## src/rtl/pipe_hazard_ctrl.sv

```systemverilog
// pipe_hazard_ctrl: pipeline stall/flush controller for load-use, taken branch, multi-cycle divide and halt.
// Optional macro PIPE_STALL_COUNTER_EN adds a saturating 16-bit stall_cnt output.
`default_nettype none

module pipe_hazard_ctrl #(
    parameter int DIV_CYCLES = 32
) (
    input  logic       clk,
    input  logic       rst,
    input  logic [4:0] id_rs,
    input  logic [4:0] id_rt,
    input  logic       ex_memread,
    input  logic [4:0] ex_wn,
    input  logic       id_div_start,
    input  logic       branch_taken,
    input  logic       halt_req,
    output logic       pc_en,
    output logic       ifid_en,
    output logic       idex_en,
    output logic       exmem_en,
    output logic       memwb_en,
    output logic       ifid_flush,
    output logic       idex_flush,
    output logic       exmem_flush,
    output logic       div_busy,
    output logic       div_done,
    output logic [1:0] state
`ifdef PIPE_STALL_COUNTER_EN
    ,
    output logic [15:0] stall_cnt
`endif
);

    typedef enum logic [1:0] {
        RUN     = 2'd0,
        DIVBUSY = 2'd2,
        HALT    = 2'd3
    } state_t;

    state_t     cur_state, nxt_state;
    logic [5:0] cnt, cnt_nxt;
    logic       halt_pend, halt_pend_nxt;
    logic       load_use;

    assign load_use = ex_memread && (ex_wn != 5'd0) &&
                      ((ex_wn == id_rs) || (ex_wn == id_rt));

    always_ff @(posedge clk or posedge rst) begin
        if (rst) begin
            cur_state <= RUN;
            cnt       <= 6'd0;
            halt_pend <= 1'b0;
        end else begin
            cur_state <= nxt_state;
            cnt       <= cnt_nxt;
            halt_pend <= halt_pend_nxt;
        end
    end

    always_comb begin
        nxt_state     = cur_state;
        cnt_nxt       = cnt;
        halt_pend_nxt = halt_pend;
        pc_en         = 1'b1;
        ifid_en       = 1'b1;
        idex_en       = 1'b1;
        exmem_en      = 1'b1;
        memwb_en      = 1'b1;
        ifid_flush    = 1'b0;
        idex_flush    = 1'b0;
        exmem_flush   = 1'b0;
        div_busy      = 1'b0;
        div_done      = 1'b0;

        case (cur_state)
            RUN: begin
                // A taken branch squashes ID, so any load-use or divide in ID is moot.
                if (branch_taken) begin
                    ifid_flush = 1'b1;
                    idex_flush = 1'b1;
                end else if (load_use) begin
                    pc_en      = 1'b0;
                    ifid_en    = 1'b0;
                    idex_flush = 1'b1;
                end
                if (halt_req) begin
                    nxt_state = HALT;
                end else if (id_div_start && !load_use && !branch_taken) begin
                    nxt_state = DIVBUSY;
                    cnt_nxt   = 6'(DIV_CYCLES - 1);
                end
            end
            DIVBUSY: begin
                pc_en    = 1'b0;
                ifid_en  = 1'b0;
                idex_en  = 1'b0;
                div_busy = 1'b1;
                if (cnt == 6'd0) begin
                    // Last cycle: the divide result advances out of EX.
                    div_done      = 1'b1;
                    idex_en       = 1'b1;
                    halt_pend_nxt = 1'b0;
                    nxt_state     = (halt_pend || halt_req) ? HALT : RUN;
                end else begin
                    exmem_flush = 1'b1;
                    cnt_nxt     = cnt - 6'd1;
                    if (halt_req) begin
                        halt_pend_nxt = 1'b1;
                    end
                end
            end
            HALT: begin
                pc_en    = 1'b0;
                ifid_en  = 1'b0;
                idex_en  = 1'b0;
                exmem_en = 1'b0;
                memwb_en = 1'b0;
            end
            default: begin
                nxt_state = RUN;
            end
        endcase

        // Stage controls show RUN-idle values for the whole reset pulse.
        if (rst) begin
            pc_en       = 1'b1;
            ifid_en     = 1'b1;
            idex_en     = 1'b1;
            exmem_en    = 1'b1;
            memwb_en    = 1'b1;
            ifid_flush  = 1'b0;
            idex_flush  = 1'b0;
            exmem_flush = 1'b0;
        end
    end

    assign state = cur_state;

`ifdef PIPE_STALL_COUNTER_EN
    always_ff @(posedge clk or posedge rst) begin
        if (rst) begin
            stall_cnt <= 16'd0;
        end else if (!pc_en && (cur_state != HALT) && (stall_cnt != 16'hFFFF)) begin
            stall_cnt <= stall_cnt + 16'd1;
        end
    end
`endif

endmodule

`default_nettype wire

```

## config.mk

```make
export PLATFORM = sky130hd
export DESIGN_NAME = pipe_hazard_ctrl
export DESIGN_NICKNAME = d
export VERILOG_FILES = /design/src/rtl/pipe_hazard_ctrl.sv
export SDC_FILE = /design/constraint.sdc
export NUM_CORES = 1
export LEC_CHECK = 0
export BUFFER_PORTS_ARGS = -buffer_cell sky130_fd_sc_hd__buf_2
export CORE_MARGIN = 2
export CORE_UTILIZATION = 45
export DETAILED_ROUTE_END_ITERATION = 16
export PLACE_DENSITY = 0.76
export SYNTH_ARGS = -nofsm -noshare
export SYNTH_HDL_FRONTEND = slang
export SYNTH_SLANG_ARGS = --single-unit
```

## constraint.sdc

```tcl
create_clock -name clk -period 2.2 [get_ports clk]
set_input_delay 0.44 -clock clk [delete_from_list [all_inputs] [get_ports clk]]
set_output_delay 0.44 -clock clk [all_outputs]
set_load 0.01 [all_outputs]
```

==> results.cfg, run 1 <==
[run_status]
status = finished with violations
violations = negative setup slack

[synthesis]
yosys_warnings = 0
synth_nets = 105
yosys.area.top_type_share_pct = 32.1
synth.distinct_cells = 29
ys_ff_latch = 9
avgSynthCellArea_sq_um = 8.44
netlist_area_sq_um = 701
synth_edf_count = 0
syn_inst = 83
yosysTopAreaCell = dfrtp_1
seq_area_frac_synth_pct = 32.1
netlist_top_cells_area = dfrtp_1, xnor2_1, xor2_1
synthFlopType = dfrtp_1
async_reset_ff_share_pct = 100

[setup_path]
crit_start = cnt[0]
slowest_delay_ns = 0.39
crit_end = exmem_flush
r2r-end = cnt[2]
end_kind = output port
crit_slowest_cell = dfrtp_1
r2r_cells = 8
arrival_ns = 1.88
crit_fanout = 4
start_kind = register
crit_type = reg2out
crit_required_ns = 1.76
crit_path_cell_trace = inv_2 > ha_4 > or3b_4 > or3_4 > nand2_2 > nor2_1 > buf_2
r2r-start = cnt[0]
rrSetupSlack_ns = 0.06

[power_and_ir_drop]
seqPwrFrac_pct = 31.8
cellLeakagePower_uw = 0.000498
switching_share_pct = 41.3
total_power_uw = 961
p_clk_share_pct = 13.0
switchingPower_uw = 397
max-vdd-ir-drop_v = 0.000787
combPwrFrac_pct = 55.3
power_density_mw_per_mm2 = 891
power.internal_uw = 564

[routing]
drt-vias-per-instance = 5.38
drtPass1Iterations = 4
ant_nets = 0
totalWireLength_microns = 2040
drt-initial-drc-count = 18
drc = 0
wl_per_cell_microns = 14.1
vias = 780

[floorplanning]
die-height_microns = 43.5
die_w_microns = 43.5
fp-row-count = 14
io_pins = 33
start_util_pct = 47.1
core_area_sq_mm = 0.00149
die-area_sq_mm = 0.00189

[timing]
setup_viol = 4
slew_violations = 0
worst_slack_ns = -0.119
clock_skew_ns = 0.00899
fin_crit_ns = 2.32
tightest_slew_ns = 0.377
max_freq_mhz = 431
relSlewSlack_pct = 74.8
finalHoldViolCount = 0
rsz0062_at_grt = yes
period_share_pct = 105

[grt]
grt_pass1_wl_microns = 3280
grt_max_degree = 12
grt_pass1_vias = 749
overflow = 0
grt_usage_pct = 23.0
antenna_found_initial = 0

[clocking]
cts_buffers = 3
clk_pin_slew_worst_paths_ns = 0.06
cts_root_buf = clkbuf_4
holdBufCountCts = 0
ctsHtreeMaxLevel = 1
numClockSinks = 9
clk_latency_ns = 0.26
cts_tree = done
clk_path_buf_depth = 2

[cells_and_area]
num_antenna_cells = 0
drive_above_1_share_pct = 51.9
utilization_pct = 72.4
syn2layout_area_growth_pct = 53.9
nets = 152

[place]
io_buffer_count = 32
gp_congestion = 0.786
dp_hpwl_microns = 1470
pre_cts_ws_ns = -0.165

[worst_hold_path]
hp-class = in2async

[job]
cap_violations = 0
[cell usage in the layout, fill, tap and decap left out, types with 2 or more instances in the layout]
cell,instances
nand2_1,8
clkbuf_4,3
nand3_1,2
xnor2_1,3
inv_1,4
inv_2,2
xnor2_2,4
o32a_1,3
a21oi_1,3
nor2b_1,2
o21ai_0,2
dfrtp_1,9
nor3_1,3
nor3_2,3
xor2_1,6
buf_2,31
nor2_1,8
buf_4,14
[cell type report]
| class | instances | area, sq um |
|---|---|---|
| Multi-Input combinational cell | 64 | 513 |
| Inverter | 6 | 22.5 |
| Tap cell | 16 | 20.0 |
| Clock buffer | 4 | 26.3 |
| Sequential cell | 9 | 225 |
| Fill cell | 103 | 410 |
| Timing Repair Buffer | 46 | 272 |
[power by group through the flow]
stage	Clock (uW)	Combinational, uW	Sequential, uW
after floorplan	0	269	287
after global placement	0	428	290
after detailed placement	0	443	296
after CTS	128	499	298
after global routing	135	584	317
final	125	531	305
[flip-flops by register name, indices dropped and copies added (netlist names)]
register and count:
halt_pend 1, state 2, cnt 6
[through the flow]
stage	std cells	cell area, sq um	hold WS, ns	TNS (ns)
floorplan	83	701	0.275	0
global placement	136	917	0.475	-0.0291
detailed placement	136	917	0.482	-0.170
CTS	142	992	0.209	-0.553
global route	145	1080	0.246	-0.884
finish	145	1080	0.210	-0.336
[Yosys cell counts, types with 2 or more instances]
| master | number |
|---|---|
| nor2b_1 | 2 |
| xor2_1 | 6 |
| dfrtp_1 | 9 |
| buf_4 | 2 |
| o21ai_0 | 4 |
| nor3_1 | 5 |
| inv_1 | 6 |
| o32a_1 | 3 |
| xnor2_1 | 7 |
| nor2_1 | 9 |
| nand3_1 | 2 |
| nand2_1 | 9 |
| a21oi_1 | 3 |
[critical path, delay by kind of cell (launching register included)]
family,cells,cell delay [ns]
flops,1,0.39
simple gates,4,0.90
buf+inv,2,0.21
fa+ha+maj,1,0.12
[kinds of logic (layout without fill, tap and decap cells)]
kind of cell / after synthesis / after routing / synth area share (%)
adders and majority gates: 1 / 1 / 1.79
and+or+nand+nor: 33 / 33 / 23.8
muxes: 1 / 1 / 1.43
DFF: 9 / 9 / 32.1
AOI/OAI and AO/OA: 16 / 16 / 17.0
xor gates and xnor gates: 13 / 13 / 16.3
buffers and inverters: 10 / 56 / 7.68
[worst min-delay path by stage]
stage               from  endpoint  cells after the start
global placement     rst  state[1]                      3
finish               rst  state[1]                      3
floorplan            rst    cnt[0]                      1
detailed placement   rst  state[1]                      3
CTS                  rst    cnt[0]                      3
global route         rst  state[1]                      3
[metal layers]
layer  wire [microns]  track usage, %  vias up  part of all wire, %
met2             1060            39.7       28                   52
met5                0               0        -                    0
met3              116            7.08        0                  5.7
met1              865            28.4      367                   42
li1                 -               -      385                    -
met4                0            4.85        0                    0
[what timing repair did]
item                       CTS  global route
setup endpoints to repair    4             8
pin swaps                    4             9
resized for setup           11            10
buffers inserted             2             3
No activity file was read; power rests on OpenSTA's default activity.
==> run 2: changes to the inputs <==
Settings changed: PLACE_DENSITY 0.76 to unset, PLACE_DENSITY_LB_ADDON set to 0.3.
==> run 2 against run 1 <==
The flow still finishes with violations (negative setup slack). Critical endpoint unchanged. Global-route usage fell by 2.6 points. Worst hold slack improved by 0.0058 ns. Via count decreased by 4.6%. Fmax up 0.66%. Clock skew is 0.0068 ns lower. Count of clock-buffer cells in the layout unchanged. Total power is 3.5% lower.
==> results.cfg, run 2 (synthesis gave the netlist of run 1 again) <==
[timing]
max_freq_mhz = 434
worst_slack_ns = -0.104
relSlewSlack_pct = 74.4
period_share_pct = 105
clock_skew_ns = 0.00216
slew_violations = 0
setup_viol = 3
finalHoldViolCount = 0
tightest_slew_ns = 0.383
fin_crit_ns = 2.30
rsz0062_at_grt = yes

[power_and_ir_drop]
power_density_mw_per_mm2 = 858
max-vdd-ir-drop_v = 0.000521
combPwrFrac_pct = 54.2
power.internal_uw = 553
p_clk_share_pct = 13.8
seqPwrFrac_pct = 31.9
switchingPower_uw = 375
cellLeakagePower_uw = 0.000504
switching_share_pct = 40.4

[clocking]
clk_pin_slew_worst_paths_ns = 0.06
ctsHtreeMaxLevel = 1
clk_path_buf_depth = 2
cts_root_buf = clkbuf_4
cts_buffers = 3
numClockSinks = 9
cts_tree = done
holdBufCountCts = 0
clk_latency_ns = 0.26

[floorplanning]
start_util_pct = 47.1
io_pins = 33
fp-row-count = 14
die-area_sq_mm = 0.00189
die_w_microns = 43.5
die-height_microns = 43.5
core_area_sq_mm = 0.00149

[grt]
grt_pass1_vias = 704
grt_usage_pct = 20.4
grt_max_degree = 12
grt_pass1_wl_microns = 2830
antenna_found_initial = 0
overflow = 0

[routing]
drt-initial-drc-count = 13
drt-vias-per-instance = 5.20
wl_per_cell_microns = 12.8
drc = 0
ant_nets = 0
drtPass1Iterations = 4
vias = 744
totalWireLength_microns = 1830

[run_status]
status = finished with violations
violations = negative setup slack

[cells_and_area]
fin_cells = 143
regMostFlops = cnt
fillers = 119
drive_above_1_share_pct = 52.0
num_antenna_cells = 0
nets = 150
syn2layout_area_growth_pct = 54.3
utilization_pct = 72.6
final_common_cell = buf_2
fin_area_sq_mm = 0.00108
largest_reg_flops = 6
final_cell_mix = buf_2, buf_4, dfrtp_1

[setup_path]
end_kind = output port
crit_required_ns = 1.76
arrival_ns = 1.86
start_kind = register
crit_fanout = 4
crit_type = reg2out

[place]
pre_cts_ws_ns = -0.171
gp_congestion = 0.804
dp.cells = 136
dp_hpwl_microns = 1310
place_area_sq_um = 917
io_buffer_count = 32

[worst_hold_path]
hp-class = in2async

[job]
cap_violations = 0
==> run 2: changes by cell type in the layout (fill, tap and decap cells not counted), sizes merged <==
cell,before,now
buf,46,44
==> run 2: routing by layer <==
metal  part of all wire, %  vias to the layer above  GRT usage, %  wire [microns]
met5                     0                        -             0               0
li1                      -                      376             -               -
met1                    41                      344          23.6             747
met3                   5.1                        4          3.75              93
met4                   1.9                        0          10.9              35
met2                    52                       20          35.5             953
==> run 2: final cells by class <==
type / count / area (sq um) / area share, %
Tap cell: 16 / 20.0 / 1.85
Inverter: 6 / 22.5 / 2.08
Clock buffer: 4 / 26.3 / 2.43
Sequential cell: 9 / 225 / 20.8
Multi-Input combinational cell: 64 / 522 / 48.3
Timing Repair Buffer: 44 / 265 / 24.5
==> run 2: worst max-delay path: stages (launching register included) <==
cell	delay, ns
dfrtp_1	0.39
inv_2	0.09
ha_4	0.13
or3b_4	0.37
or3_4	0.37
nand2_2	0.10
nor2_2	0.03
buf_2	0.13
==> run 2: power by group through the flow <==
| stage | clock, uW | combinational (uW) | sequential (uW) |
|---|---|---|---|
| 2_1_floorplan | 0 | 269 | 287 |
| 3_3_place_gp | 0 | 414 | 290 |
| 3_5_place_dp | 0 | 422 | 293 |
| 4_1_cts | 132 | 471 | 296 |
| 5_1_grt | 142 | 550 | 310 |
| 6_report | 128 | 503 | 296 |
==> run 2: per-stage QoR <==
stage          TNS, ns  hold WS [ns]  power, uW
2_1_floorplan        0         0.275        556
3_3_place_gp   -0.0351         0.479        704
3_5_place_dp    -0.171         0.479        716
4_1_cts         -0.328         0.205        899
5_1_grt         -0.607         0.218       1000
6_report        -0.308         0.216        927
==> run 2: path summary, 6_finish.rpt <==
check | slack [ns] | from | cells after the start | endpoint
max reg2reg | 0.12 | cnt[0] | 8 | cnt[4]
min reg2reg | 0.50 | halt_pend | 2 | halt_pend
max | -0.10 | cnt[0] | 7 | exmem_flush
min in group clk | 0.49 | halt_req | 3 | state[1]
max in group asynchronous | 1.85 | rst | 3 | cnt[5]
min | 0.22 | rst | 3 | cnt[4]
==> run 2: repair_timing <==
action,in CTS,in global routing
buffers inserted,2,1
setup endpoints to repair,4,6
gates resized for setup,11,14
pin swaps,2,10
==> run 3: changes to the inputs <==
Settings changed: MAX_ROUTING_LAYER set to met4, REMOVE_ABC_BUFFERS set to 1.
==> run 3 against run 2 <==
The flow still finishes with violations (negative setup slack). Wire length fell by 3.1%. First-iteration DRC count shrank 54%. Final cell count up 1.4%. Sequential power is essentially flat. Worst hold slack worse by 0.0073 ns. Largest power group unchanged.
==> results.cfg, run 3 (synthesis gave the netlist of run 1 again) <==
[run_status]
status = finished with violations
violations = negative setup slack

[grt]
overflow = 0
grt_max_degree = 12
grt_usage_pct = 21.4
grt_pass1_wl_microns = 2940
antenna_found_initial = 0
grt_pass1_vias = 734

[routing]
drtPass1Iterations = 4
drt-vias-per-instance = 5.12
vias = 743
drt-initial-drc-count = 6
ant_nets = 0
wl_per_cell_microns = 12.2
totalWireLength_microns = 1770
drc = 0

[floorplanning]
die-height_microns = 43.5
io_pins = 33
die_w_microns = 43.5
start_util_pct = 47.1
fp-row-count = 14
die-area_sq_mm = 0.00189
core_area_sq_mm = 0.00149

[cells_and_area]
largest_reg_flops = 6
regMostFlops = cnt
num_antenna_cells = 0
regArea_sq_um = 225
multi_input_comb_area_sq_um = 460
drive_above_1_share_pct = 47.3
final_cell_mix = buf_2, buf_4, dfrtp_1
syn2layout_area_growth_pct = 45.5
final_common_cell = buf_2
fillers = 124
nets = 152

[power_and_ir_drop]
max-vdd-ir-drop_v = 0.000561
cellLeakagePower_uw = 0.000474
total_power_uw = 949
power_density_mw_per_mm2 = 931

[timing]
rsz0062_at_grt = yes
worst_slack_ns = -0.0976
hold_slack_ns = 0.209
slew_violations = 0
finalHoldViolCount = 0
fin_crit_ns = 2.30
relSlewSlack_pct = 73.7
max_freq_mhz = 435
setup_viol = 3
tightest_slew_ns = 0.394
period_share_pct = 104
clock_skew_ns = 0.00304

[setup_path]
end_kind = output port
crit_fanout = 4
crit_type = reg2out
start_kind = register
arrival_ns = 1.86
r2r_cells = 8
crit_required_ns = 1.76

[clocking]
holdBufCountCts = 0
cts_tree = done
ctsHtreeMaxLevel = 1
clk_path_buf_depth = 2
cts_root_buf = clkbuf_4
clk_latency_ns = 0.26
clk_pin_slew_worst_paths_ns = 0.06
cts_buffers = 3
numClockSinks = 9

[worst_hold_path]
hp-class = in2async

[place]
io_buffer_count = 32
dp_hpwl_microns = 1350
gp_congestion = 0.804

[job]
cap_violations = 0
## run 3: metrics by stage
stage	TNS, ns	setup slack, ns	instances	utilization (%)	cell area (sq um)
after floorplan	0	0.0164	79	-	669
after global placement	-0.00612	-0.00612	137	62.1	925
after detailed placement	-0.0703	-0.0652	137	62.1	925
after CTS	-0.350	-0.129	144	67.3	1000
after global routing	-0.570	-0.150	145	68.5	1020
final	-0.273	-0.0976	145	68.5	1020
## run 3: repair_timing
action / in CTS / in global routing
gates cloned: 0 / 0
endpoints found under the hold margin: 0 / 0
setup endpoints to repair: 6 / 4
gates resized for setup: 10 / 2
buffers inserted: 3 / 1
pin swaps: 2 / 1
## run 3: path summary, 6_finish.rpt
path / from / endpoint / slack [ns]
max in group asynchronous: rst / halt_pend / 1.85
hold / removal: rst / cnt[4] / 0.21
hold reg to reg: halt_pend / halt_pend / 0.51
setup reg to reg: cnt[0] / cnt[3] / 0.12
min in group clk: halt_req / state[1] / 0.50
setup / recovery: cnt[0] / idex_en / -0.1
## run 3: where the power goes
group          total (uW)  leakage [uW]  internal, uW  switching (uW)
clock                 131     0.0000150          70.1            61.1
combinational         520      0.000364           274             246
sequential            298     0.0000948           225            73.2
total                 949      0.000474           569             381
## run 3: cell type report
class,instances,share of cell area (%)
clock buffers,4,2.58
inverters,6,2.21
multi-input cells,64,45.2
flip-flops and latches,9,22.1
well taps,16,1.96
repair buffers,46,26.0
## run 3: critical path: stages, from the launching register on
cell	delay, ns
dfrtp_1	0.38
inv_2	0.08
ha_4	0.13
or3b_4	0.37
or3_4	0.37
o21ai_1	0.13
buf_2	0.14
## run 3: layer usage
layer,vias up,GRT usage [%],routed length (microns)
li1,384,-,-
met5,-,-,0
met4,0,7.88,13
met1,340,24.7,763
met2,17,36.7,923
met3,2,4.17,72
